`src/rtl/display_pkg.sv`:
```
// Shared constants, types and the lit-window threshold helper for the
// multiplexed 7-segment display scanner.
package display_pkg;

   localparam logic [6:0] SEG_OFF    = 7'h7F;
   localparam logic [3:0] AN_OFF     = 4'hF;
   localparam int         NUM_DIGITS = 4;
   localparam int         DIGIT_W    = 2;

   typedef enum logic [1:0] {
      PH_BLANK,
      PH_LIT,
      PH_DARK
   } phase_t;

   // First slot count past the lit window: blanking plus (bright+1) eighths of the rest.
   function automatic logic [31:0] lit_end(input logic [31:0] digit_cycles,
                                           input logic [31:0] blank_cycles,
                                           input logic [2:0]  bright);
      logic [31:0] unit;
      unit = (digit_cycles - blank_cycles) >> 3;
      return blank_cycles + unit * ({29'd0, bright} + 32'd1);
   endfunction

endpackage

```
`src/rtl/seg_scan_mux_scan_timer.sv`:
```
// Slot counter and digit index for the display scanner; flags the first
// cycle of each four-digit frame.
module scan_timer
   import display_pkg::*;
#(
   parameter int DIGIT_CYCLES = 50000,
   parameter int CW           = 16
) (
   input  logic               clk,
   input  logic               rst,
   output logic [DIGIT_W-1:0] digit,
   output logic [CW-1:0]      slot_cnt,
   output logic               frame_start
);

   always_ff @(posedge clk) begin
      if (rst) begin
         slot_cnt <= '0;
         digit    <= '0;
      end else if (slot_cnt == CW'(DIGIT_CYCLES - 1)) begin
         slot_cnt <= '0;
         digit    <= digit + 2'd1;
      end else begin
         slot_cnt <= slot_cnt + 1'b1;
      end
   end

   assign frame_start = (slot_cnt == '0) && (digit == '0);

endmodule

```
`src/rtl/seg_scan_mux.sv`:
```
// Time-multiplexed 7-segment scanner: per-frame snapshot of four digit
// patterns, dead-time blanking and a brightness-scaled lit window per slot.
module seg_scan_mux
   import display_pkg::*;
#(
   parameter int DIGIT_CYCLES = 50000,
   parameter int BLANK_CYCLES = 400
) (
   input  logic       clk,
   input  logic       rst,
   input  logic [6:0] seg0,
   input  logic [6:0] seg1,
   input  logic [6:0] seg2,
   input  logic [6:0] seg3,
   input  logic [2:0] bright,
   input  logic       blank_all,
   output logic [6:0] seg_out,
   output logic [3:0] an,
   output logic       frame_tick
);

   localparam int CW = (DIGIT_CYCLES > 1) ? $clog2(DIGIT_CYCLES) : 1;

   if (BLANK_CYCLES < 1 || DIGIT_CYCLES <= BLANK_CYCLES ||
       ((DIGIT_CYCLES - BLANK_CYCLES) % 8) != 0) begin : g_param_check
      $error("seg_scan_mux: bad DIGIT_CYCLES/BLANK_CYCLES combination");
   end

   logic [DIGIT_W-1:0] digit;
   logic [CW-1:0]      slot_cnt;
   logic               frame_start;
   logic [31:0]        slot_ext;
   logic [6:0]         shadow [NUM_DIGITS];
   phase_t             phase;

   scan_timer #(
      .DIGIT_CYCLES (DIGIT_CYCLES),
      .CW           (CW)
   ) u_timer (
      .clk         (clk),
      .rst         (rst),
      .digit       (digit),
      .slot_cnt    (slot_cnt),
      .frame_start (frame_start)
   );

   // Gating with rst keeps the pulse quiet while the counters are held at zero.
   assign frame_tick = frame_start & ~rst;
   assign slot_ext   = 32'(slot_cnt);

   // Loaded while digit 0 is still blanked, so the swap is never visible.
   always_ff @(posedge clk) begin
      if (rst) begin
         for (int i = 0; i < NUM_DIGITS; i++) shadow[i] <= SEG_OFF;
      end else if (frame_start) begin
         shadow[0] <= seg0;
         shadow[1] <= seg1;
         shadow[2] <= seg2;
         shadow[3] <= seg3;
      end
   end

   always_comb begin
      phase = PH_DARK;
      if (slot_ext < 32'(BLANK_CYCLES)) begin
         phase = PH_BLANK;
      end else if (slot_ext < lit_end(32'(DIGIT_CYCLES), 32'(BLANK_CYCLES), bright)) begin
         phase = PH_LIT;
      end
   end

   always_ff @(posedge clk) begin
      if (rst) begin
         an      <= AN_OFF;
         seg_out <= SEG_OFF;
      end else if (phase == PH_LIT && !blank_all) begin
         an      <= ~(4'b0001 << digit);
         seg_out <= shadow[digit];
      end else begin
         an      <= AN_OFF;
         seg_out <= SEG_OFF;
      end
   end

endmodule

```
`config.mk`:
```
export PLATFORM = sky130hd
export DESIGN_NAME = seg_scan_mux
export DESIGN_NICKNAME = d
export VERILOG_FILES = /design/src/rtl/display_pkg.sv /design/src/rtl/seg_scan_mux_scan_timer.sv /design/src/rtl/seg_scan_mux.sv
export SDC_FILE = /design/constraint.sdc
export NUM_CORES = 1
export LEC_CHECK = 0
export BUFFER_PORTS_ARGS = -buffer_cell sky130_fd_sc_hd__buf_2
export CORE_ASPECT_RATIO = 0.7
export CORE_MARGIN = 2
export CORE_UTILIZATION = 62
export CTS_BUF_LIST = sky130_fd_sc_hd__clkbuf_4 sky130_fd_sc_hd__clkbuf_8 sky130_fd_sc_hd__clkbuf_16
export DETAILED_ROUTE_END_ITERATION = 6
export HOLD_SLACK_MARGIN = 0.12
export PLACE_DENSITY = 0.85
export REMOVE_ABC_BUFFERS = 1
export SLEW_MARGIN = 20
export SYNTH_ARGS = -nofsm -noshare
export SYNTH_HDL_FRONTEND = slang
export SYNTH_SLANG_ARGS = --single-unit
```
`constraint.sdc`:
```
create_clock -name clk -period 13.39 [get_ports clk]
set_input_delay 2.678 -clock clk [delete_from_list [all_inputs] [get_ports clk]]
set_output_delay 2.678 -clock clk [all_outputs]
set_load 0.05 [all_outputs]
```
==> Yosys cells after proc, flatten, opt, wreduce, memory -nomap -nowiden <==
Memories as Yosys holds them, arrays and structs flattened. A register that Yosys moved wholly into a read port is not among the register bits.
Index checks and enable logic that the tools add are counted.
{ "word_totals": {"mem_bits_ro": 0, "mem_bits_rw": 28, "register_bits": 22, "in_bits": 34, "output_inout_bits": 12, "mem_count": 1, "word_cells": 40, "latch_bits": 0} }
{ "classes": {"order_cmp": 2, "n_div": 0, "mul": 1, "bitwise": 8, "n_reduce_logical": 7, "addsub": 4, "n_mux": 11, "n_eq_ne": 2, "n_shift": 1} }
{ "mem_list": {"columns": ["name", "words", "width", "rd", "rd_ports_with_merged_regs", "write_ports", "line_no", "source"], "rows": [
  ["shadow", 4, 7, 1, 1, 4, "seg_scan_mux.sv:33", "logic [6:0] shadow [NUM_DIGITS];"]
]} }
{ "ops": {"columns": ["operator", "count"], "rows": [
  ["$mux 7", 4],
  ["$add 9x17->18 const A", 1],
  ["$lt 16x18->1", 1],
  ["$add 16x1->16 const B", 1],
  ["$eq 16x16->1 const B", 1],
  ["$logic_not 16->1", 1],
  ["$lt 16x9->1 const B", 1],
  ["$mul 10x4->14 const A", 1],
  ["$mux 1", 5],
  ["$add 3x1->4 const B", 1],
  ["$mux 2", 2],
  ["$not 4->4", 1],
  ["$or 1x1->1", 4],
  ["$reduce_or 2->1", 2],
  ["$shl 1x2->4 const A", 1],
  ["$add 2x1->2 const B", 1],
  ["$eq 2x1->1 const B", 1],
  ["$logic_and 1x1->1", 2],
  ["$logic_not 2->1", 1],
  ["$not 1->1", 2],
  ["$and 1x1->1", 1],
  ["$logic_not 1->1", 1]
]} }

==> Logic depth before layout (Yosys ltp) <==
{ "depth": {"depth_word": 10, "ltp_mapped": 20, "ltp_nobuf": 19} }

==> Modules after synthesis <==
From an unflattened synthesis, not the netlist that was laid out.
{ "unflattened": {"hier_cells": 309, "area_unflattened_um2": 3324.4} }
{ "modules_own_cells": {"columns": ["module", "area_per_inst_um2", "cells_each", "n_inst"], "rows": [
  ["seg_scan_mux", 2472.4, 208, 1],
  ["scan_timer", 852.1, 101, 1]
]} }

==> Worst setup path after synthesis <==
No wires, ideal clock.
{ "synth_timing": {"path_kind": "input -> register", "from": "input bright[0]", "to": "register an[1]", "arrival_ns": 6.619, "setup_time_ns": 0.143, "stages": 20, "path_slack_ns": 6.628, "n_path_buf": 1, "cell_sequence": "inv_1 ha_1 inv_1 fa_1 inv_1 ha_1 inv_1 fa_1 xnor2_1 a21o_1 and3_1 nor2_1 xnor2_1 ha_1 a21oi_1 nand2_1 a221oi_1 o221a_2 clkbuf_1 o211ai_1"} }
{ "synth_between": {"elab_chain_cells": 10} }
{ "synth_rtl": {"columns": ["item", "line_no", "source"], "rows": [
  ["start, declared", "seg_scan_mux.sv:15", "input logic [2:0] bright,"],
  ["$add 3x1->4", "display_pkg.sv:22", "return blank_cycles + unit * ({29'd0, bright} + 32'd1);"],
  ["$mul 10x4->14", "display_pkg.sv:22", null],
  ["$add 9x17->18", "display_pkg.sv:22", null],
  ["$lt 16x18->1", "seg_scan_mux.sv:67", "end else if (slot_ext < lit_end(32'(DIGIT_CYCLES), 32'(BLANK_CYCLES), bright)) begin"],
  ["$mux 2", "seg_scan_mux.sv:67", null],
  ["$mux 2", "seg_scan_mux.sv:65", "if (slot_ext < 32'(BLANK_CYCLES)) begin"],
  ["$eq 2x1->1", "seg_scan_mux.sv:76", "end else if (phase == PH_LIT && !blank_all) begin"],
  ["$logic_and 1x1->1", "seg_scan_mux.sv:76", null],
  ["$not 1->1 (no source line)", null, null],
  ["$reduce_or 2->1 (no source line)", null, null],
  ["end signal, assigned", "seg_scan_mux.sv:77", "an <= ~(4'b0001 << digit);"],
  ["end, declared", "seg_scan_mux.sv:18", "output logic [3:0] an,"]
]} }
Every way passes these cells.
A chain may end at the register's enable or synchronous reset.

==> Final worst setup path <==
{ "layout_timing": {"from": "input bright[0]", "to": "register seg_out[6] (read register of shadow)"} }
{ "layout_between": {"elab_chain_cells": 10} }
{ "layout_rtl": {"columns": ["item", "line_no", "source"], "rows": [
  ["$add 3x1->4", "display_pkg.sv:22", null],
  ["$mul 10x4->14", "display_pkg.sv:22", null],
  ["$add 9x17->18", "display_pkg.sv:22", null],
  ["$lt 16x18->1", "seg_scan_mux.sv:67", null],
  ["$mux 2", "seg_scan_mux.sv:67", null],
  ["$mux 2", "seg_scan_mux.sv:65", null],
  ["$eq 2x1->1", "seg_scan_mux.sv:76", null],
  ["$logic_and 1x1->1", "seg_scan_mux.sv:76", null],
  ["$not 1->1 (no source line)", null, null],
  ["$reduce_or 2->1 (no source line)", null, null],
  ["end, declared", "seg_scan_mux.sv:17", "output logic [6:0] seg_out,"]
]} }
Every way passes these cells.

==> flow_metrics.tcl <==
set metrics [dict create \
    grt.total_usage 0.250 \
    h-tree-depth 3 \
    async_reset_ff_frac 0 \
    post-route-period-util 0.526 \
    die_area_sq_um 6190 \
    n_antenna_cell 0 \
    antenna_found_initial 0 \
    cap_violations 0 \
    clock_sinks 57 \
    fin_worst_skew_ps 13.1 \
    cts_buffers 9 \
    rows 22 \
    clockBufferDepth 2 \
    grt_pass1_vias 2447 \
    yosysTopAreaCell "edfxtp_1" \
    synth_edf_count 28 \
    leakage_nw 1.53 \
    grt_max_degree 30 \
    end_kind "flip-flop" \
    power.density_nw_per_um2 111 \
    seq_area_sq_um 1420 \
    vias 2556 \
    mostFrequentLayoutCells "buf_2 (45), ha_1 (37), nor2_1 (32)" \
    ys_top_cells_by_area "edfxtp_1 (24%), dfxtp_1 (17%), ha_1 (13%)" \
    crit_type "in2reg" \
    wl_um 6890 \
    rsz0062_at_grt "false" \
    die_x_um 93.2 \
    place.gp.congestion 0.848 \
    clock.fmax_mhz 142 \
    postLayoutSetupSlackWorst_ps 6340 \
    viasPerCell 5.69 \
    ys_warn_count 0 \
    overflow 0 \
    worst_setup_path_start_kind "primary input" \
    maxSlewHeadroom 0.456 \
    drcViolationCount 0 \
    num-fill-cells 357 \
    coreArea_sq_um 5310 \
    multi_input_area_sq_um 1890 \
    portBuffers 45 \
    dr.first_iter.drc_count 151 \
    path_clk_slew_ps 70 \
    fin_crit_ps 7050 \
    die_h_um 66.4 \
    ctsResizeCount 0 \
    synth_flop_cell "dfxtp_1" \
    status "complete, no violations" \
    worstMarginPinSlew_ps 794 \
    initial_core_util 0.650 \
    finalSetupViolCount 0 \
    path_max_fanout 11 \
    cts_tree "done" \
    grt_pass1_wl_um 11600 \
    clock_latency_ps 350 \
    firstDrtPassIters 4 \
    dp_slack_ps 6080 \
    synth_top_area_share 0.244 \
    hold_slack_ps 485 \
    required_ps 13580 \
    syn_avg_cell_area_sq_um 10.5 \
    root_buffer "clkbuf_8" \
    cts_setup_buffers 0 \
    synth_area_sq_um 3450 \
    peakVddDrop_v 0.0000795 \
    post-dp-hpwl_um 5160 \
    hold_viol_final 0 \
    final_nets 446 \
    drv_slew 0 \
    area_growth_pct 12.9 \
    arrival_ps 7230 \
    ys_ff_latch 57 \
    synth.distinct_cells 47 \
    holdBufCountCts 0 \
    hold_class "reg2reg" \
    synthCells 329 \
    postRouteAntennaNets 0 \
    drive_gt1_frac 0.204 \
    tns_ps 0 \
    layout_commonest_cell "buf_2" \
    ioPinCount 46 \
    wire_per_inst_um 15.3 \
    synth_seq_area_share 0.412 \
]
==> Yosys cell counts (2+ instances only) <==
cell type	n
and2_1	2
nand3b_1	2
fa_1	3
inv_1	21
buf_6	2
clkbuf_1	11
nor3_1	3
nand3_1	9
mux4_2	7
nor4_1	5
and3_1	4
xor2_1	16
nor2_1	32
a211oi_1	2
nand2b_1	29
and4_1	4
a31oi_1	2
mux2i_1	3
xnor2_1	11
ha_1	37
nand4_1	6
edfxtp_1	28
a21o_1	4
o211ai_1	4
or4_4	2
a21oi_1	8
o21ai_0	12
nand2_1	12
dfxtp_1	29
o2111ai_1	2
==> per-layer routing <==
metal  part of all wire  GRT usage  vias up
li1                   -          -     1259
met1               0.46      0.330     1201
met2               0.46      0.390       86
met3              0.066     0.0798       10
met4              0.011     0.0846        0
met5                  0          0        -
==> path summary, 6_finish.rpt <==
| kind | end | slack (ps) | startpoint | cells past startpoint |
|---|---|---|---|---|
| setup / recovery | seg_out[6]$_SDFF_PP1_ | 6340 | bright[0] | 20 |
| hold / removal | u_timer.slot_cnt[0]$_SDFF_PP0_ | 490 | u_timer.slot_cnt[0]$_SDFF_PP0_ | 1 |
| setup reg to reg | shadow[2][5]$_SDFFCE_PN1P_ | 11020 | u_timer.slot_cnt[10]$_SDFF_PP0_ | 4 |
| hold reg to reg | u_timer.slot_cnt[0]$_SDFF_PP0_ | 490 | u_timer.slot_cnt[0]$_SDFF_PP0_ | 1 |
==> sequential cells by signal, indices dropped and copies added, names as in the netlist <==
register	flops
an	4
seg_out	7
shadow	28
u_timer.digit	2
u_timer.slot_cnt	16
==> logic make-up (layout without fill, tap and decap cells) <==
logic type                 after synthesis  after routing  share of synthesized area
AOI/OAI and AO/OA                       43             43                     0.0823
xor gates and xnor gates                27             27                     0.0685
adders and majority gates               40             40                      0.152
buffers and inverters                   36             84                     0.0442
DFF                                     57             57                      0.412
muxes                                   10             10                     0.0544
and+or+nand+nor                        116            116                      0.187
==> metrics by stage <==
stage	instance area, sq um	utilization	power [mW]	cells
3_3_place_gp	3720	0.700	0.288	433
6_report	3900	0.734	0.431	449
4_1_cts	3900	0.734	0.434	449
3_5_place_dp	3720	0.700	0.293	433
5_1_grt	3900	0.734	0.453	449
2_1_floorplan	3380	-	0.267	314
==> area by class of cell <==
class | count | area share
sequential | 57 | 0.365
inverter | 21 | 0.0202
tap | 72 | 0.0231
timing repair buffer | 47 | 0.0616
clock inverter | 6 | 0.0116
multi-input combinational | 236 | 0.485
clock buffer | 10 | 0.0337
==> critical path: stages <==
cell      delay (ps)
buf_2            190
inv_1            110
ha_1             410
inv_1            120
fa_1             490
inv_1             50
ha_1             290
inv_1             60
fa_1             500
xnor2_1          360
a21o_1           240
and3_1           210
nor2_1            60
xnor2_1          130
ha_1             300
a21oi_1          150
nand2_1           70
a221oi_1         300
o221a_2          370
o21ai_0          140
==> report_power, final <==
group | leakage (nW) | internal, mW | total [mW] | switching [mW]
Sequential | 0.467 | 0.192 | 0.194 | 0.00230
Clock | 0.0819 | 0.0691 | 0.140 | 0.0706
Combinational | 0.976 | 0.0396 | 0.0974 | 0.0578
Total | 1.53 | 0.300 | 0.431 | 0.131
Power figures use the tool's default switching activity.
